### config.mk
export PLATFORM = sky130hd
export DESIGN_NAME = mult_dot_accum
export DESIGN_NICKNAME = d
export VERILOG_FILES = /design/src/rtl/mult_dot_accum.sv
export SDC_FILE = /design/constraint.sdc
export NUM_CORES = 1
export LEC_CHECK = 0
export BUFFER_PORTS_ARGS = -buffer_cell sky130_fd_sc_hd__buf_4
export CORE_MARGIN = 1.5
export CORE_UTILIZATION = 54
export DETAILED_ROUTE_END_ITERATION = 8
export PLACE_DENSITY = 0.77
export SLEW_MARGIN = 30
export SYNTH_ARGS = -nofsm -noshare
export SYNTH_HDL_FRONTEND = slang
export SYNTH_SLANG_ARGS = --single-unit
### constraint.sdc
create_clock -name i_clk -period 2.3 [get_ports i_clk]
set_input_delay 0.575 -clock i_clk [delete_from_list [all_inputs] [get_ports i_clk]]
set_output_delay 0.575 -clock i_clk [all_outputs]
set_load 0.1 [all_outputs]
### src/rtl/mult_dot_accum.sv
// mult_dot_accum: dot-product accumulator placed after the sequential signed
// multiplier. Each product arriving with the one-cycle done strobe is
// sign-extended and added into an NB_ACC-bit accumulator. After N_TAPS
// products the block total is loaded into o_acc and offered on a
// valid/ready port. A result that is overwritten before the consumer takes
// it raises the sticky o_overrun flag.
//
// Build option: MULT_DOT_ACCUM_SATURATE_EN
//   defined   - sums clamp to the signed NB_ACC range and o_sat reports any
//               clamp that happened within the block on o_acc
//   undefined - sums wrap modulo 2^NB_ACC and o_sat stays 0
//
// Ports:
//   i_clk        clock
//   i_rst        synchronous active-high reset, highest priority
//   i_mult       signed product from the multiplier (NB_DATA bits)
//   i_mult_done  one-cycle strobe, i_mult valid this cycle
//   i_clear      synchronous abort of the partial block; also clears
//                o_valid and o_overrun (o_acc keeps its value)
//   i_ready      consumer takes o_acc this cycle
//   o_acc        signed dot-product result (NB_ACC bits)
//   o_valid      o_acc holds an unconsumed result
//   o_sat        saturation occurred in the block now on o_acc
//   o_overrun    sticky: an unconsumed result was overwritten
//   o_busy       partial block in progress
module mult_dot_accum #(
    parameter int NB_DATA = 4,
    parameter int NB_ACC  = 8,
    parameter int N_TAPS  = 4
) (
    input  logic                      i_clk,
    input  logic                      i_rst,
    input  logic signed [NB_DATA-1:0] i_mult,
    input  logic                      i_mult_done,
    input  logic                      i_clear,
    input  logic                      i_ready,
    output logic signed [NB_ACC-1:0]  o_acc,
    output logic                      o_valid,
    output logic                      o_sat,
    output logic                      o_overrun,
    output logic                      o_busy
);

    localparam int CNT_W = $clog2(N_TAPS);

`ifdef MULT_DOT_ACCUM_SATURATE_EN
    // One guard bit so overflow of the addition is visible before clamping.
    localparam int SUM_W = NB_ACC + 1;
`else
    // Wrapping keeps only the low NB_ACC bits, which do not depend on the
    // guard bit, so the addition is done directly at NB_ACC bits.
    localparam int SUM_W = NB_ACC;
`endif

    typedef enum logic {
        ACC_IDLE,
        ACC_RUN
    } state_t;

    state_t                    state_q, state_nxt;
    logic        [CNT_W-1:0]   cnt_q, cnt_nxt;
    logic signed [NB_ACC-1:0]  acc_q, acc_nxt;
    logic                      flag_q, flag_nxt;
    logic signed [NB_ACC-1:0]  out_q, out_nxt;
    logic                      valid_q, valid_nxt;
    logic                      sat_q, sat_nxt;
    logic                      ovr_q, ovr_nxt;

    logic signed [NB_ACC-1:0]  ext;
    logic signed [SUM_W-1:0]   sum;
    logic signed [NB_ACC-1:0]  sum_red;
    logic                      clamp;
    logic                      last_tap;

    // Reduce the raw sum to NB_ACC bits; clamp reports whether the value
    // had to be limited.
    function automatic logic signed [NB_ACC-1:0] sat_reduce(
        input  logic signed [SUM_W-1:0] s,
        output logic                    clamped
    );
        logic signed [NB_ACC-1:0] r;
`ifdef MULT_DOT_ACCUM_SATURATE_EN
        // Guard bit disagreeing with the NB_ACC sign bit means out of range;
        // the guard bit gives the true sign of the overflow.
        if (s[SUM_W-1] != s[NB_ACC-1]) begin
            clamped = 1'b1;
            r = s[SUM_W-1] ? {1'b1, {(NB_ACC-1){1'b0}}}
                           : {1'b0, {(NB_ACC-1){1'b1}}};
        end else begin
            clamped = 1'b0;
            r = s[NB_ACC-1:0];
        end
`else
        clamped = 1'b0;
        r = s;
`endif
        return r;
    endfunction

    always_ff @(posedge i_clk) begin
        if (i_rst) begin
            state_q <= ACC_IDLE;
            cnt_q   <= '0;
            acc_q   <= '0;
            flag_q  <= 1'b0;
            out_q   <= '0;
            valid_q <= 1'b0;
            sat_q   <= 1'b0;
            ovr_q   <= 1'b0;
        end else begin
            state_q <= state_nxt;
            cnt_q   <= cnt_nxt;
            acc_q   <= acc_nxt;
            flag_q  <= flag_nxt;
            out_q   <= out_nxt;
            valid_q <= valid_nxt;
            sat_q   <= sat_nxt;
            ovr_q   <= ovr_nxt;
        end
    end

    always_comb begin
        state_nxt = state_q;
        cnt_nxt   = cnt_q;
        acc_nxt   = acc_q;
        flag_nxt  = flag_q;
        out_nxt   = out_q;
        valid_nxt = valid_q;
        sat_nxt   = sat_q;
        ovr_nxt   = ovr_q;
        clamp     = 1'b0;

        ext      = NB_ACC'(i_mult);
        sum      = SUM_W'(acc_q) + SUM_W'(ext);
        sum_red  = sat_reduce(sum, clamp);
        last_tap = (cnt_q == CNT_W'(N_TAPS - 1));

        if (i_clear) begin
            // Abort wins over a coincident strobe; that product is dropped.
            state_nxt = ACC_IDLE;
            cnt_nxt   = '0;
            acc_nxt   = '0;
            flag_nxt  = 1'b0;
            valid_nxt = 1'b0;
            ovr_nxt   = 1'b0;
        end else begin
            if (valid_q && i_ready) begin
                valid_nxt = 1'b0;
            end
            if (i_mult_done) begin
                if (!last_tap) begin
                    state_nxt = ACC_RUN;
                    cnt_nxt   = cnt_q + 1'b1;
                    acc_nxt   = sum_red;
                    flag_nxt  = flag_q | clamp;
                end else begin
                    // A new result overrides a same-cycle consume, so
                    // o_valid stays high and nothing is lost.
                    if (valid_q && !i_ready) begin
                        ovr_nxt = 1'b1;
                    end
                    out_nxt   = sum_red;
                    sat_nxt   = flag_q | clamp;
                    valid_nxt = 1'b1;
                    state_nxt = ACC_IDLE;
                    cnt_nxt   = '0;
                    acc_nxt   = '0;
                    flag_nxt  = 1'b0;
                end
            end
        end
    end

    assign o_acc     = out_q;
    assign o_valid   = valid_q;
    assign o_sat     = sat_q;
    assign o_overrun = ovr_q;
    assign o_busy    = (cnt_q != '0);

endmodule

Yosys cells after proc, flatten, opt, wreduce, memory -nomap -nowiden:

Cells that the tools add are included.

* multiplexer cells: 5
* equal/unequal tests: 1
* reduce and logical (&&, ||, !) cells: 7
* add/sub/neg operators: 2
* bitwise gates (word level): 1

Operators with widths (number)
* 8-bit by 4-bit adder with 8-bit output: 1
* 8-bit two-way mux: 1
* 3-bit AND reduction: 2
* 1-bit two-way mux: 3
* 2-bit by 1-bit adder with 2-bit output, second input constant: 1
* 2-bit equality test, second input constant: 1
* 1-bit logical AND: 2
* 2-bit two-way mux: 1
* 2-bit nonzero test: 1
* 2-bit OR reduction: 1
* 1-bit zero test: 1
* 1-bit NOT: 1

* flip-flop bits (word level): 20
* output and inout port bits: 12
* input bits: 9
* word-level logic and storage cells: 21

Depth between registers and ports, before layout:

* word-level depth: 4
* mapped depth: 8
* mapped depth without buffers: 8

Least setup slack after synthesis:

OpenSTA, ideal clock, no wires.

* kind: input to register
* start point: input port i_mult[0]
* end point: register out_q[6] (netlist: o_acc[6])
* data arrival time: 1909 ps
* path slack: 306 ps
* library setup time: 84 ps
* stages on the path: 8
* buffers on the path: 0
* required time: 2216 ps
* cells stage by stage: ha_1 -> inv_1 -> fa_1 -> nor2b_1 -> o31a_1 -> o21ai_1 -> nor3b_2 -> o31ai_2

* word-level cells in the longest chain between the ends: 1

Ends and longest elaborated chain
* start: declaration: line 33 `input logic signed [NB_DATA-1:0] i_mult,`
* 8-bit by 4-bit adder with 8-bit output: line 134 `sum = SUM_W'(acc_q) + SUM_W'(ext);`
* end signal: assignment: line 115 `out_q <= out_nxt;`
* end: declaration: line 64 `logic signed [NB_ACC-1:0] out_q, out_nxt;`

Every way passes these cells.
A chain may end at the register's enable or synchronous reset.

Worst setup path after layout:

* start point: register acc_q[0]
* end point: register out_q[6] (netlist: o_acc[6])

* word-level cells in the longest chain between the ends: 1

Ends and longest elaborated chain
* start: declaration: line 62 `logic signed [NB_ACC-1:0] acc_q, acc_nxt;`
* start signal: assignment: line 113 `acc_q <= acc_nxt;`
* 8-bit by 4-bit adder with 8-bit output: line 134

Every way passes these cells.

==> out/qor.txt <==
Clock Skew: 0.00268 ns
Post-CTS Setup Bufs: 0
Crit Reg-Reg Endpoint: o_acc[6]
1st-pass router iterations: 6
Least-Margin Pin Slew: 0.501 ns
die area: 2560 um2
most common flop cell mapped by yosys: dfxtp_1
class of the worst hold path: flip-flop to flip-flop
vias per cell: 5.59
largest net degree at the start of global routing: 18
largest family of logic cells by synthesized area: simple AND/OR/NAND/NOR gates
Worst Path Arrival: 2.15 ns
syn_area_per_cell: 8.60 um2
post-synthesis simple-gate area fraction: 28.0%
die width: 50.6 um
period utilisation layout: 83.3%
most frequent cells in the layout: dfxtp_1 (20), buf_4 (19), nor2_1 (16)
Skew-Pair Late Insertion Delay: 0.31 ns
Final Hold Fails: 0
die height: 50.6 um
Clk pwr share: 36.6%
Comb pwr share: 17.8%
minimum setup slack after placement: 0.0822 ns
Syn Inst Count: 142
vias post-DR: 1,045
CTS tree: done
Switching Fraction: 25.4%
PostCTS Resize Cnt: 0
Detailed Route WL: 2.52 mm
GP Congestion: 0.790
metal3 WL: 73 um
wire length per cell: 13.5 um
nets@finish: 179
IO Port Bufs: 19
vias in the first global route: 984
critical path class: flip-flop to flip-flop
Total Routing Usage GR: 22.4%
Setup TNS: 0 ns
uppermost layer routed: met4
WHS Endpoint: o_acc[4]
CTS Sinks: 20
Initial Utilization: 56.3%
fraction of layout instances using a drive strength above 1: 20.1%
CP bufs+invs: 1
Root Driver: clkbuf_4
power per cell area: 553 nW/um2
LEAKAGE: 0.000603 uW
Post-Route M1 WL: 1.06 mm
setup ws final: 0.384 ns
Seq/Total Area, Yosys: 32.8%
initial DRC count: 10
Final Max Slew Viols: 0
hold_sp: o_acc[4]
mux share of post-synthesis cell area: 2.46%
post-synthesis register bit count: 20
synth warn: 0
CTS clk-pin slew, worst paths: 0.11 ns
post-route ant nets: 0
syn nets: 161
Post-synth EDFFs: 0
area delta synth->final: 16.6%
# diodes: 0
initial antenna violation count: 0
CP Capture Type: flip-flop
final period demand of the worst path: 1.92 ns
R2R depth: 8
Pint: 587 uW
core area: 2170 um2
CP peak stage delay: 0.41 ns
highest clock rate: 522 MHz
RR Startpoint: acc_q[0]
Yosys cell types: 42
adder-cell share of the synthesized area: 10.9%
Max-slew headroom: 66.6%
I/O pin count: 21
hold buffer count at cts: 0
xor-xnor portion of the synthesized cell area: 3.38%
Seq pwr share: 45.6%
cells along the critical path: ha_1, inv_1, fa_1, nor2b_1, o31a_1, o21ai_1, nor3b_2, o31ai_2
hold path depth: 2
first-pass GRT wire length: 4.34 mm
Top Family by Delay on Critical Path: adder cells
Compound-Gate Fraction of Synth Area: 18.1%
R2R setup slack: 0.38 ns
CTS buffer count: 3
Synth Cell Area: 1220 um2
setup violators final: 0
deepest clock path buffer count: 2
htree depth: 1
hpwl dp: 1.91 mm
async set-reset flop share out of synthesis: 0%
met2 WL: 1.35 mm
Critical Path RT: 2.53 ns
slowest CP cell: fa_1
drc violations: 0
max cap viols: 0
type of origin of the critical path: flip-flop
status: completed
RSZ-0062 raised after global routing: no
GR Overflow Total: 0
VDD IR max: 475 uV
commonest non-fill, non-tap cell in the layout: dfxtp_1
Net Sw Power: 200 uW
Site Rows: 17
Max Fanout on Critical Path: 3
flip-flops by register name, indices dropped and copies added (netlist names):
name,flops
o_valid,1
cnt_q,2
o_overrun,1
acc_q,8
o_acc,8
power by group through the flow:
stage | Sequential, uW | Combinational [uW] | Clock, uW
finish | 359 | 140 | 288
global route | 360 | 154 | 307
CTS | 359 | 139 | 294
detailed placement | 367 | 139 | 0
global placement | 366 | 134 | 0
floorplan | 366 | 104 | 0
metal layers:
| layer | global-route usage, % | vias up |
|---|---|---|
| li1 | - | 529 |
| met1 | 26.6 | 501 |
| met2 | 40.4 | 10 |
| met3 | 5.36 | 5 |
| met4 | 5.41 | 0 |
| met5 | 0 | - |
metrics by stage:
stage | total power, uW | cell area [um2] | std cells | util, % | hold slack, ns
2_1_floorplan | 470 | 1220 | 142 | - | 0.450
4_1_cts | 793 | 1420 | 187 | 65.6 | 0.467
5_1_grt | 821 | 1420 | 187 | 65.6 | 0.490
3_3_place_gp | 501 | 1370 | 183 | 63.2 | 0.446
6_report | 787 | 1420 | 187 | 65.6 | 0.467
3_5_place_dp | 505 | 1370 | 183 | 63.2 | 0.451
Yosys cell counts, types with 3 or more instances:
cell type,n,share of area (%)
dfxtp_1,20,33
nor2_1,16,4.9
a21oi_1,12,4.9
nand2_1,12,3.7
ha_1,9,9.2
inv_1,6,1.8
nor2b_1,6,3.1
clkbuf_1,4,1.2
nand2b_1,4,2.0
nand3b_1,4,2.5
o21ai_1,4,1.6
a21o_1,3,1.8
mux2i_1,3,2.5
nor4b_1,3,2.2
o21ai_0,3,1.2
logic make-up (layout without fill, tap and decap cells):
| logic type | after synthesis | in the layout |
|---|---|---|
| AO/OA/AOI/OAI | 33 | 33 |
| XOR/XNOR | 3 | 3 |
| adder cells (fa/ha/maj) | 10 | 10 |
| buffers and inverters | 12 | 29 |
| flip-flops | 20 | 20 |
| multiplexers | 3 | 3 |
| other | 1 | 1 |
| AND/OR/NAND/NOR | 60 | 60 |
how the worst max path moves through the flow:
stage | cells past startpoint | endpoint | startpoint
6_report | 8 | o_acc[6] | acc_q[0]
3_3_place_gp | 9 | o_acc[6] | i_mult[0]
2_1_floorplan | 8 | o_acc[6] | i_mult[0]
3_5_place_dp | 9 | o_acc[6] | i_mult[0]
5_1_grt | 8 | o_acc[6] | acc_q[0]
4_1_cts | 8 | o_acc[6] | acc_q[0]
worst register-to-register path: stages (launching register included):
cell and delay [ns]:
dfxtp_1 0.35, ha_1 0.20, inv_1 0.07, fa_1 0.41, nor2b_1 0.16, o31a_1 0.21, o21ai_1 0.07, nor3b_2 0.16
o31ai_2 0.21
cell type report:
| cell class | count | area (um2) |
|---|---|---|
| clock buffer | 3 | 22.5 |
| clock inverter | 1 | 30.0 |
| fill | 194 | 746 |
| inverter | 6 | 22.5 |
| multi-input combinational | 110 | 771 |
| sequential | 20 | 400 |
| tap | 28 | 35.0 |
| timing repair buffer | 19 | 143 |
Note: power is estimated with default switching activity, not from simulation.
